File: config.mk
export PLATFORM = sky130hd
export DESIGN_NAME = hc_gate_bank_flat
export DESIGN_NICKNAME = d
export VERILOG_FILES = /design/src/rtl/hc_gate_bank_if.sv /design/src/rtl/hc_gate_bank.sv /design/src/flat_wrapper.sv
export SDC_FILE = /design/constraint.sdc
export NUM_CORES = 1
export LEC_CHECK = 0
export ABC_AREA = 1
export CORE_MARGIN = 2
export CORE_UTILIZATION = 40
export CTS_BUF_LIST = sky130_fd_sc_hd__clkbuf_4 sky130_fd_sc_hd__clkbuf_8 sky130_fd_sc_hd__clkbuf_16
export DETAILED_ROUTE_END_ITERATION = 7
export PLACE_DENSITY_LB_ADDON = 0.15
export SYNTH_ARGS = -nofsm -noshare
export SYNTH_HDL_FRONTEND = slang
export SYNTH_SLANG_ARGS = --single-unit
File: constraint.sdc
create_clock -name CLK -period 1.23 [get_ports CLK]
set_clock_uncertainty 0.2 [all_clocks]
set_input_delay 0.246 -clock CLK [delete_from_list [all_inputs] [get_ports CLK]]
set_output_delay 0.246 -clock CLK [all_outputs]
set_load 0.1 [all_outputs]
File: src/rtl/hc_gate_bank_if.sv
// Handshake bundle for hc_gate_bank: function select, operands, input/output valid-ready.
interface hc_gate_bank_if #(
  parameter int WIDTH = 4
);
  logic [2:0]       OP;
  logic [WIDTH-1:0] A;
  logic [WIDTH-1:0] B;
  logic             IN_VALID;
  logic             IN_READY;
  logic [WIDTH-1:0] Y;
  logic             OUT_VALID;
  logic             OUT_READY;

  modport master (
    output OP, A, B, IN_VALID, OUT_READY,
    input  IN_READY, Y, OUT_VALID
  );

  modport slave (
    input  OP, A, B, IN_VALID, OUT_READY,
    output IN_READY, Y, OUT_VALID
  );
endinterface

File: src/rtl/hc_gate_bank.sv
// Registered, flow-controlled WIDTH-bit bitwise gate bank with a STAGES-deep skid-free pipeline.
// Optional output-transfer counter XFER_CNT enabled by macro HC_GATE_BANK_STATS_EN.
module hc_gate_bank #(
  parameter int WIDTH  = 4,
  parameter int STAGES = 1
) (
  input  logic                CLK,
  input  logic                RST,
  hc_gate_bank_if.slave       bus
`ifdef HC_GATE_BANK_STATS_EN
  ,
  output logic [15:0]         XFER_CNT
`endif
);

  if (WIDTH < 1 || WIDTH > 64 || STAGES < 1 || STAGES > 4) begin : g_param_check
    $fatal(1, "hc_gate_bank: illegal parameters WIDTH=%0d STAGES=%0d", WIDTH, STAGES);
  end

  function automatic logic [WIDTH-1:0] gate_fn(input logic [2:0] op,
                                               input logic [WIDTH-1:0] a,
                                               input logic [WIDTH-1:0] b);
    logic [WIDTH-1:0] res;
    case (op)
      3'b000:  res = ~(a & b);
      3'b001:  res = ~(a | b);
      3'b010:  res = ~a;
      3'b011:  res = a & b;
      3'b100:  res = a | b;
      3'b101:  res = a ^ b;
      3'b110:  res = ~(a ^ b);
      default: res = a;
    endcase
    return res;
  endfunction

  logic [STAGES:1]  r_vld;
  logic [WIDTH-1:0] r_dat [1:STAGES];
  logic [STAGES:1]  w_rdy;
  logic [WIDTH-1:0] w_fn;

  assign w_fn = gate_fn(bus.OP, bus.A, bus.B);

  // A stage can load if the consumer takes the tail or any stage at or after it is empty.
  for (genvar i = 1; i <= STAGES; i++) begin : g_rdy
    assign w_rdy[i] = bus.OUT_READY | ~(&r_vld[STAGES:i]);
  end

  always_ff @(posedge CLK) begin
    if (RST) begin
      r_vld <= '0;
      for (int i = 1; i <= STAGES; i++) r_dat[i] <= '0;
    end else begin
      if (w_rdy[1]) begin
        r_vld[1] <= bus.IN_VALID;
        r_dat[1] <= w_fn;
      end
      for (int i = 2; i <= STAGES; i++) begin
        if (w_rdy[i]) begin
          r_vld[i] <= r_vld[i-1];
          r_dat[i] <= r_dat[i-1];
        end
      end
    end
  end

  assign bus.IN_READY  = w_rdy[1];
  assign bus.Y         = r_dat[STAGES];
  assign bus.OUT_VALID = r_vld[STAGES];

`ifdef HC_GATE_BANK_STATS_EN
  logic [15:0] r_xfer_cnt;

  always_ff @(posedge CLK) begin
    if (RST) begin
      r_xfer_cnt <= '0;
    end else if (bus.OUT_VALID && bus.OUT_READY && r_xfer_cnt != 16'hFFFF) begin
      r_xfer_cnt <= r_xfer_cnt + 16'd1;
    end
  end

  assign XFER_CNT = r_xfer_cnt;
`endif

endmodule

File: src/flat_wrapper.sv
// flat-port wrapper written by rule: the top's interface ports become plain ports
module hc_gate_bank_flat 
#(
  parameter int WIDTH  = 4,
  parameter int STAGES = 1
)
  (CLK, RST, bus_OP, bus_A, bus_B, bus_IN_VALID, bus_OUT_READY, bus_IN_READY, bus_Y, bus_OUT_VALID);
  hc_gate_bank_if #(.WIDTH(WIDTH)) bus_i ();
  input  logic CLK;
  input  logic RST;
  input wire logic [$bits(bus_i.OP)-1:0] bus_OP;
  input wire logic [$bits(bus_i.A)-1:0] bus_A;
  input wire logic [$bits(bus_i.B)-1:0] bus_B;
  input wire logic [$bits(bus_i.IN_VALID)-1:0] bus_IN_VALID;
  input wire logic [$bits(bus_i.OUT_READY)-1:0] bus_OUT_READY;
  output wire logic [$bits(bus_i.IN_READY)-1:0] bus_IN_READY;
  output wire logic [$bits(bus_i.Y)-1:0] bus_Y;
  output wire logic [$bits(bus_i.OUT_VALID)-1:0] bus_OUT_VALID;
  assign bus_i.OP = bus_OP;
  assign bus_i.A = bus_A;
  assign bus_i.B = bus_B;
  assign bus_i.IN_VALID = bus_IN_VALID;
  assign bus_i.OUT_READY = bus_OUT_READY;
  assign bus_IN_READY = bus_i.IN_READY;
  assign bus_Y = bus_i.Y;
  assign bus_OUT_VALID = bus_i.OUT_VALID;
  hc_gate_bank #(.WIDTH(WIDTH), .STAGES(STAGES)) u_core (.CLK(CLK), .RST(RST), .bus(bus_i));
endmodule
==> results.toml, run 1 <==
[setup_path]
cp.arrival_ps = 920
max_stage_delay_ps = 340
worst-path-buf-inv = 2
critical_path.slowest_cell = "dfxtp_4"
start_kind = "register"
critPathCaptureType = "output port"
critPathTopFamily = "flip-flops"
criticalPathCategory = "register to output port"
crit_path_cell_trace = "buf_6, nand2_8, buf_12"
worstPathRequired_ps = 780
path_max_fanout = 2

[grt]
overflow = 0
grt.busiest_layer = "met2"
grt_max_degree = 11
grt_pass1_vias = 878
use_met2 = 0.409
met3_usage = 0.0240
grtUsageMet1 = 0.305
grt_pass1_wl_mm = 3.62
grt_antenna_before_repair = 0
grt_use_total = 0.241

[outcome]
status = "finished, violations left"
violations = "setup timing"

[final_layout]
nFillCells = 96
multiInputGateArea_sq_um = 549
final-seq-area_sq_um = 144
layout-drive-gt1-share = 0.493
nets = 174
area_growth_pct = 89.1
stdcell_count = 166
n_antenna_cell = 0

[hold_path]
min_path_type = "input pin to register"

[clock_tree]
cts_tree = "built"
htreeDepth = 1
clock_path_buffers = 2
clock-sinks = 5
clock_latency_ps = 240
clk_pin_slew_ps = 40
numCtsBuffers = 3
cts_root_buffer = "clkbuf_4"

[logic_synthesis]
ys_seq_area_frac = 0.211
ys.warnings.count = 0
syn_area_sq_um = 663
synth_cell_types = 16
postSynthCellCount = 102
yosysTopAreaCell = "edfxtp_1"
synth-seq-cells = 5
syn_nets = 125
synth_top_area_share = 0.181
postSynthAreaPerCell_sq_um = 6.50
synth.area.top_cells = "edfxtp_1 (18%), ha_1 (15%), nand4_1 (11%), inv_1 (10%), nand2_1 (9.6%)"

[routing]
dr.pass1.iters = 4
wl_mm = 2.09
via_count = 877
drc_errors = 0
wl_per_cell_microns = 12.6
drtAntennaViolNets = 0
drtIter0Drc = 17
drt-vias-per-instance = 5.28

[floorplan]
die_y_microns = 44.7
start_util = 0.435
core_sq_um = 1520
die-width_microns = 44.7
rows = 14
io_pins = 21
dieArea_sq_um = 2000

[placed_design]
place_hpwl_mm = 1.47
place_inst = 158
port_buffers = 20
place.gp.congestion = 0.879

[timing]
slew_headroom = 0.855
drv_slew = 0
setup_viol = 11
finalHoldViolations = 0
rsz0062_at_grt = "yes"
hold_ws_ps = 201
fin_ws_ps = -141
tightest_slew_ps = 216
post-route-min-period_ps = 1370
fmax_mhz = 730
finalCritPeriodShare = 1.11

[run]
maxCapViolCount = 0

[power_and_ir_drop]
power_density_nw_per_um2 = 749
ir_worst_vdd_mv = 0.452
p_leak_nw = 0.628
power by group:
part / leakage, nW / switching, mW / internal, mW
clock: 0.0184 / 0.0731 / 0.145
sequential: 0.0551 / 0.0138 / 0.202
combinational: 0.554 / 0.290 / 0.215
total: 0.628 / 0.376 / 0.563
repair_timing:
action | in CTS | in global routing
gates resized for setup | 69 | 7
setup endpoints to repair | 14 | 14
setup buffers | 4 | 0
hold buffers | 0 | 0
pin swaps | 13 | 9
Yosys cell counts:
| master | instances |
|---|---|
| a21oi_1 | 6 |
| nand4_1 | 12 |
| buf_2 | 2 |
| edfxtp_1 | 4 |
| nand3_1 | 12 |
| clkbuf_1 | 1 |
| or2_2 | 1 |
| dfxtp_1 | 1 |
| nand3b_1 | 5 |
| nor2_1 | 9 |
| inv_2 | 1 |
| ha_1 | 8 |
| nand2_1 | 17 |
| o21ai_0 | 4 |
| nor2_4 | 1 |
| inv_1 | 18 |
routing by layer:
layer / routed length, microns / share of wire
met1: 914 / 0.44
met2: 1080 / 0.51
met3: 66 / 0.032
met4: 38 / 0.018
met5: 0 / 0
final timing paths:
check                            start  slack, ps              endpoint  cells past startpoint
setup reg to reg  u_core.bus.OUT_VALID       -100    u_core.r_dat[1][0]                      4
hold reg to reg   u_core.bus.OUT_VALID        510  u_core.bus.OUT_VALID                      4
setup / recovery  u_core.bus.OUT_VALID       -140          bus_IN_READY                      3
hold / removal                     RST        200  u_core.bus.OUT_VALID                      3
placed cells by master, fill, tap and decap left out, types with 5 or more instances in the layout:
cell type and instances:
buf_2 8, inv_1 8, ha_4 6, a21oi_1 6
nand4_1 12, buf_6 6, nand3_1 10, nor2_1 8
buf_12 6, buf_4 24, inv_2 10, nand3b_1 5
nand2_1 16
stage by stage:
step                power (mW)  TNS (ps)  utilization  setup slack [ps]  cell area [sq um]
floorplan                0.462     -1790            -              -271                686
global placement         0.676     -4330        0.738              -619               1120
detailed placement       0.685     -4560        0.738              -679               1120
CTS                      0.932     -1010        0.820              -147               1250
global route             0.983     -1170        0.823              -164               1250
finish                   0.939      -885        0.823              -141               1250
tightest hold or removal path: stages:
cell and delay [ps]:
dlygate4sd2_1 210, buf_4 110, a21oi_1 30
logic make-up (layout without fill, tap and decap cells):
kind of cell,Yosys count,count (layout),share of synthesized area
flops,5,5,0.211
compound gates,10,10,0.0755
simple gates,57,57,0.434
buf+inv,22,70,0.128
fa+ha+maj,8,8,0.151
area by class of cell:
cell class | instances | share of cell area
clock buffer | 4 | 0.0240
inverter | 19 | 0.0599
multi-input combinational | 75 | 0.438
sequential | 5 | 0.115
tap | 16 | 0.0160
timing repair buffer | 47 | 0.347
state kept, by name, indices dropped and copies added, names as in the netlist:
name                  count
u_core.bus.OUT_VALID      1
u_core.r_dat              4
Power figures use the tool's default switching activity.
==> run 2: changes to the inputs <==
REMOVE_ABC_BUFFERS = 1   (was unset)
==> results.toml, run 2 (same netlist as run 1, synthesis figures left out) <==
[final_layout]
regMostFlops = "u_core.r_dat"
final_cell_mix = "buf_4 (24), nand2_1 (16), nand4_1 (12)"
postLayoutCoreUtil = 0.817
nets = 175
layout_commonest_cell = "buf_4"
fin_area_sq_um = 1240
area_growth_pct = 87.7
layout-drive-gt1-share = 0.523
n_antenna_cell = 0
largest_reg_flops = 4
nFillCells = 97

[setup_path]
r2r_cells = 4
worstPathRequired_ps = 780
path_max_fanout = 3
critPathCaptureType = "output port"
start_kind = "register"
criticalPathCategory = "register to output port"
cp.arrival_ps = 930

[clock_tree]
clock_latency_ps = 250
cts_tree = "built"
clock-sinks = 5
cts_root_buffer = "clkbuf_4"
htreeDepth = 1
clock_path_buffers = 2
numCtsBuffers = 3
clk_pin_slew_ps = 50

[power_and_ir_drop]
p_leak_nw = 0.631
combPwrFrac = 0.534
power_mw = 0.948
power_density_nw_per_um2 = 762
clkPwrFrac = 0.237
p_seq_frac = 0.229
internal-power_mw = 0.562
p_sw_frac = 0.407
ir_worst_vdd_mv = 1.16
p_sw_mw = 0.386

[timing]
slew_headroom = 0.802
drv_slew = 0
fin_ws_ps = -143
tightest_slew_ps = 297
post-route-min-period_ps = 1370
setup_viol = 6
tns_ps = -501
finalHoldViolations = 0
fmax_mhz = 728
finalCritPeriodShare = 1.12
rsz0062_at_grt = "yes"

[routing]
drc_errors = 0
drtIter0Drc = 37
wl_mm = 2.21
dr.pass1.iters = 4
via_count = 889
wl_per_cell_microns = 13.2
drt-vias-per-instance = 5.32
drtAntennaViolNets = 0

[grt]
grt_antenna_before_repair = 0
grt_pass1_vias = 844
grt_max_degree = 10
grt_use_total = 0.229
grt_pass1_wl_mm = 3.37
overflow = 0

[run]
maxCapViolCount = 0

[hold_path]
min_path_type = "input pin to register"
hold_depth = 3

[placed_design]
pre_cts_slack_ps = -712
place.gp.congestion = 0.946
place_hpwl_mm = 1.52
port_buffers = 20
placed_area_sq_um = 1110

[floorplan]
die_y_microns = 44.7
core_sq_um = 1520
dieArea_sq_um = 2000
die-width_microns = 44.7
io_pins = 21
rows = 14
start_util = 0.435

[outcome]
violations = "setup timing"
status = "finished, violations left"
[run 2: cell types whose count changed in the layout (fill, tap and decap cells not counted), moves of 2 or more]
| cell | delta |
|---|---|
| nand3_1 | -4 |
| nand3_2 | +4 |
| ha_1 | +2 |
| buf_2 | +2 |
[run 2: per-layer routing]
| metal | global-route usage | up-vias | part of all wire |
|---|---|---|---|
| met5 | 0 | - | 0 |
| met2 | 0.394 | 40 | 0.50 |
| met1 | 0.284 | 398 | 0.42 |
| met4 | 0.0545 | 0 | 0.017 |
| li1 | - | 445 | - |
| met3 | 0.0600 | 6 | 0.058 |
[run 2: layout make-up]
class	instances	area, sq um	area share
inverters	19	75.1	0.0603
flip-flops and latches	5	141	0.114
multi-input cells	75	544	0.437
clock buffers	4	30.0	0.0241
repair buffers	48	434	0.349
well taps	16	20.0	0.0161
[run 2: power by group through the flow]
stage          sequential, mW  combinational, mW  clock [mW]
3_3_place_gp            0.219              0.452           0
3_5_place_dp            0.219              0.461           0
6_report                0.217              0.506       0.225
4_1_cts                 0.217              0.477       0.230
2_1_floorplan           0.332              0.113           0
5_1_grt                 0.219              0.538       0.235
[run 2: path summary, 6_finish.rpt]
path,from,endpoint,slack (ps)
worst max register to register,u_core.bus.OUT_VALID,u_core.r_dat[1][0],20
worst max-delay path,u_core.bus.OUT_VALID,bus_IN_READY,-140
worst min register to register,u_core.bus.OUT_VALID,u_core.bus.OUT_VALID,380
worst min-delay path,RST,u_core.bus.OUT_VALID,180
[run 2: repair_timing]
action / CTS / global route
endpoints found under the setup margin: 14 / 10
hold buffers: 0 / 0
pin swaps: 16 / 13
setup buffers: 2 / 1
hold endpoints to repair: 0 / 0
gates resized for setup: 69 / 14
cloned: 0 / 1
[run 2: worst max-delay path, cell delays in order (launching register included)]
cell and delay (ps):
dfxtp_2 340, nand2_2 60, buf_6 120, buf_12 150
[run 2: per-stage QoR]
stage,hold slack (ps),instances
floorplan,115,99
global placement,396,159
detailed placement,410,159
CTS,182,165
global route,213,167
finish,182,167
==> run 3: changes to the inputs <==
CORE_UTILIZATION = 45   (was 40)
clock period = 1.3 ns   (was 1.23 ns; I/O delays follow)
==> results.toml, run 3 (same netlist as run 1, synthesis figures left out) <==
[outcome]
status = "finished, violations left"
violations = "setup timing"

[grt]
grt_use_total = 0.340
grt_pass1_vias = 1000
grt_pass1_wl_mm = 4.51
grt_max_degree = 11
overflow = 0
grt_antenna_before_repair = 0

[setup_path]
worstPathRequired_ps = 840
critPathCaptureType = "output port"
start_kind = "register"
cp.arrival_ps = 900
reg2reg_from = "u_core.bus.OUT_VALID"
cp-startpoint = "u_core.bus.OUT_VALID"
criticalPathCategory = "register to output port"
path_max_fanout = 3

[placed_design]
port_buffers = 20
place.gp.congestion = 0.827
pre_cts_slack_ps = -632
place_hpwl_mm = 1.69
place_inst = 152

[timing]
tightest_slew_ps = 260
fmax_mhz = 734
post-route-min-period_ps = 1360
fin_ws_ps = -63.2
rsz0062_at_grt = "yes"
slew_headroom = 0.825
tns_ps = -290
finalCritPeriodShare = 1.05
finalHoldViolations = 0
setup_viol = 11
drv_slew = 0

[clock_tree]
clock-sinks = 5
numCtsBuffers = 3
cts_hold_buffers = 0
cts_tree = "built"
cts_root_buffer = "clkbuf_4"
clk_pin_slew_ps = 60
clock_latency_ps = 260
clock_path_buffers = 2
htreeDepth = 1

[routing]
wl_mm = 2.97
dr.pass1.iters = 4
drc_errors = 0
via_count = 972
wl_per_cell_microns = 18.5
drtIter0Drc = 46
drtAntennaViolNets = 0
drt-vias-per-instance = 6.04

[final_layout]
largest_reg_flops = 4
n_antenna_cell = 0
final_cell_mix = "buf_4 (22), nand2_1 (16), nand4_1 (12), nand3_1 (12), inv_2 (10)"
postLayoutCoreUtil = 0.896
area_growth_pct = 80.2
layout_commonest_cell = "buf_4"
regMostFlops = "u_core.r_dat"
layout-drive-gt1-share = 0.493
stdcell_count = 161
nFillCells = 61
nets = 170

[floorplan]
start_util = 0.497
die_y_microns = 42.4
rows = 13
core_sq_um = 1330
dieArea_sq_um = 1800
io_pins = 21
die-width_microns = 42.4

[power_and_ir_drop]
ir_worst_vdd_mv = 0.420
power_density_nw_per_um2 = 766
power_mw = 0.916
p_leak_nw = 0.610

[hold_path]
min_path_type = "input pin to register"
min_from = "RST"

[run]
maxCapViolCount = 0
==> run 3: cell count changes in the layout (fill, tap and decap cells not counted), sizes merged <==
cell | before | now
dlygate4sd2 | 2 | 1
buf | 45 | 39
dlymetal6s2s | 0 | 1
clkbuf | 4 | 5
==> run 3: layer usage <==
layer	part of all wire	routed length (microns)	track usage
met3	0.076	225	0.0474
met4	0.046	136	0.225
met5	0	0	0
met1	0.36	1070	0.345
met2	0.52	1550	0.631
==> run 3: layout make-up <==
cell class | instances | area [sq um] | area share
multi-input combinational | 75 | 529 | 0.443
timing repair buffer | 43 | 398 | 0.333
sequential | 5 | 144 | 0.120
inverter | 19 | 75.1 | 0.0628
clock buffer | 4 | 30.0 | 0.0251
tap | 15 | 18.8 | 0.0157
==> run 3: worst max-delay path: stages (launching register included) <==
cell     delay [ps]
dfxtp_4         360
nand2_2         100
buf_12          180
==> run 3: path summary, 6_finish.rpt <==
kind	end	slack (ps)	cells after the start
worst max register to register	u_core.r_dat[1][3]	-10	3
worst min-delay path	u_core.bus.OUT_VALID	90	2
worst min register to register	u_core.bus.OUT_VALID	590	4
worst max-delay path	bus_IN_READY	-60	2
==> run 3: power by group <==
group	switching [mW]	internal, mW	total, mW
clock	0.0887	0.138	0.227
combinational	0.289	0.193	0.483
sequential	0.0146	0.191	0.206
==> run 3: per-stage QoR <==
stage,instance area [sq um],hold WS (ps)
5_1_grt,1190,107
3_3_place_gp,1060,371
4_1_cts,1210,236
6_report,1190,93.0
2_1_floorplan,649,129
3_5_place_dp,1060,387
==> run 3: repair_timing <==
action                                  4_1_cts  5_1_grt
hold endpoints to repair                      0        0
endpoints found under the setup margin       14       14
pin swaps                                    13       18
gates resized for setup                      54       21
buffers inserted                              4        1
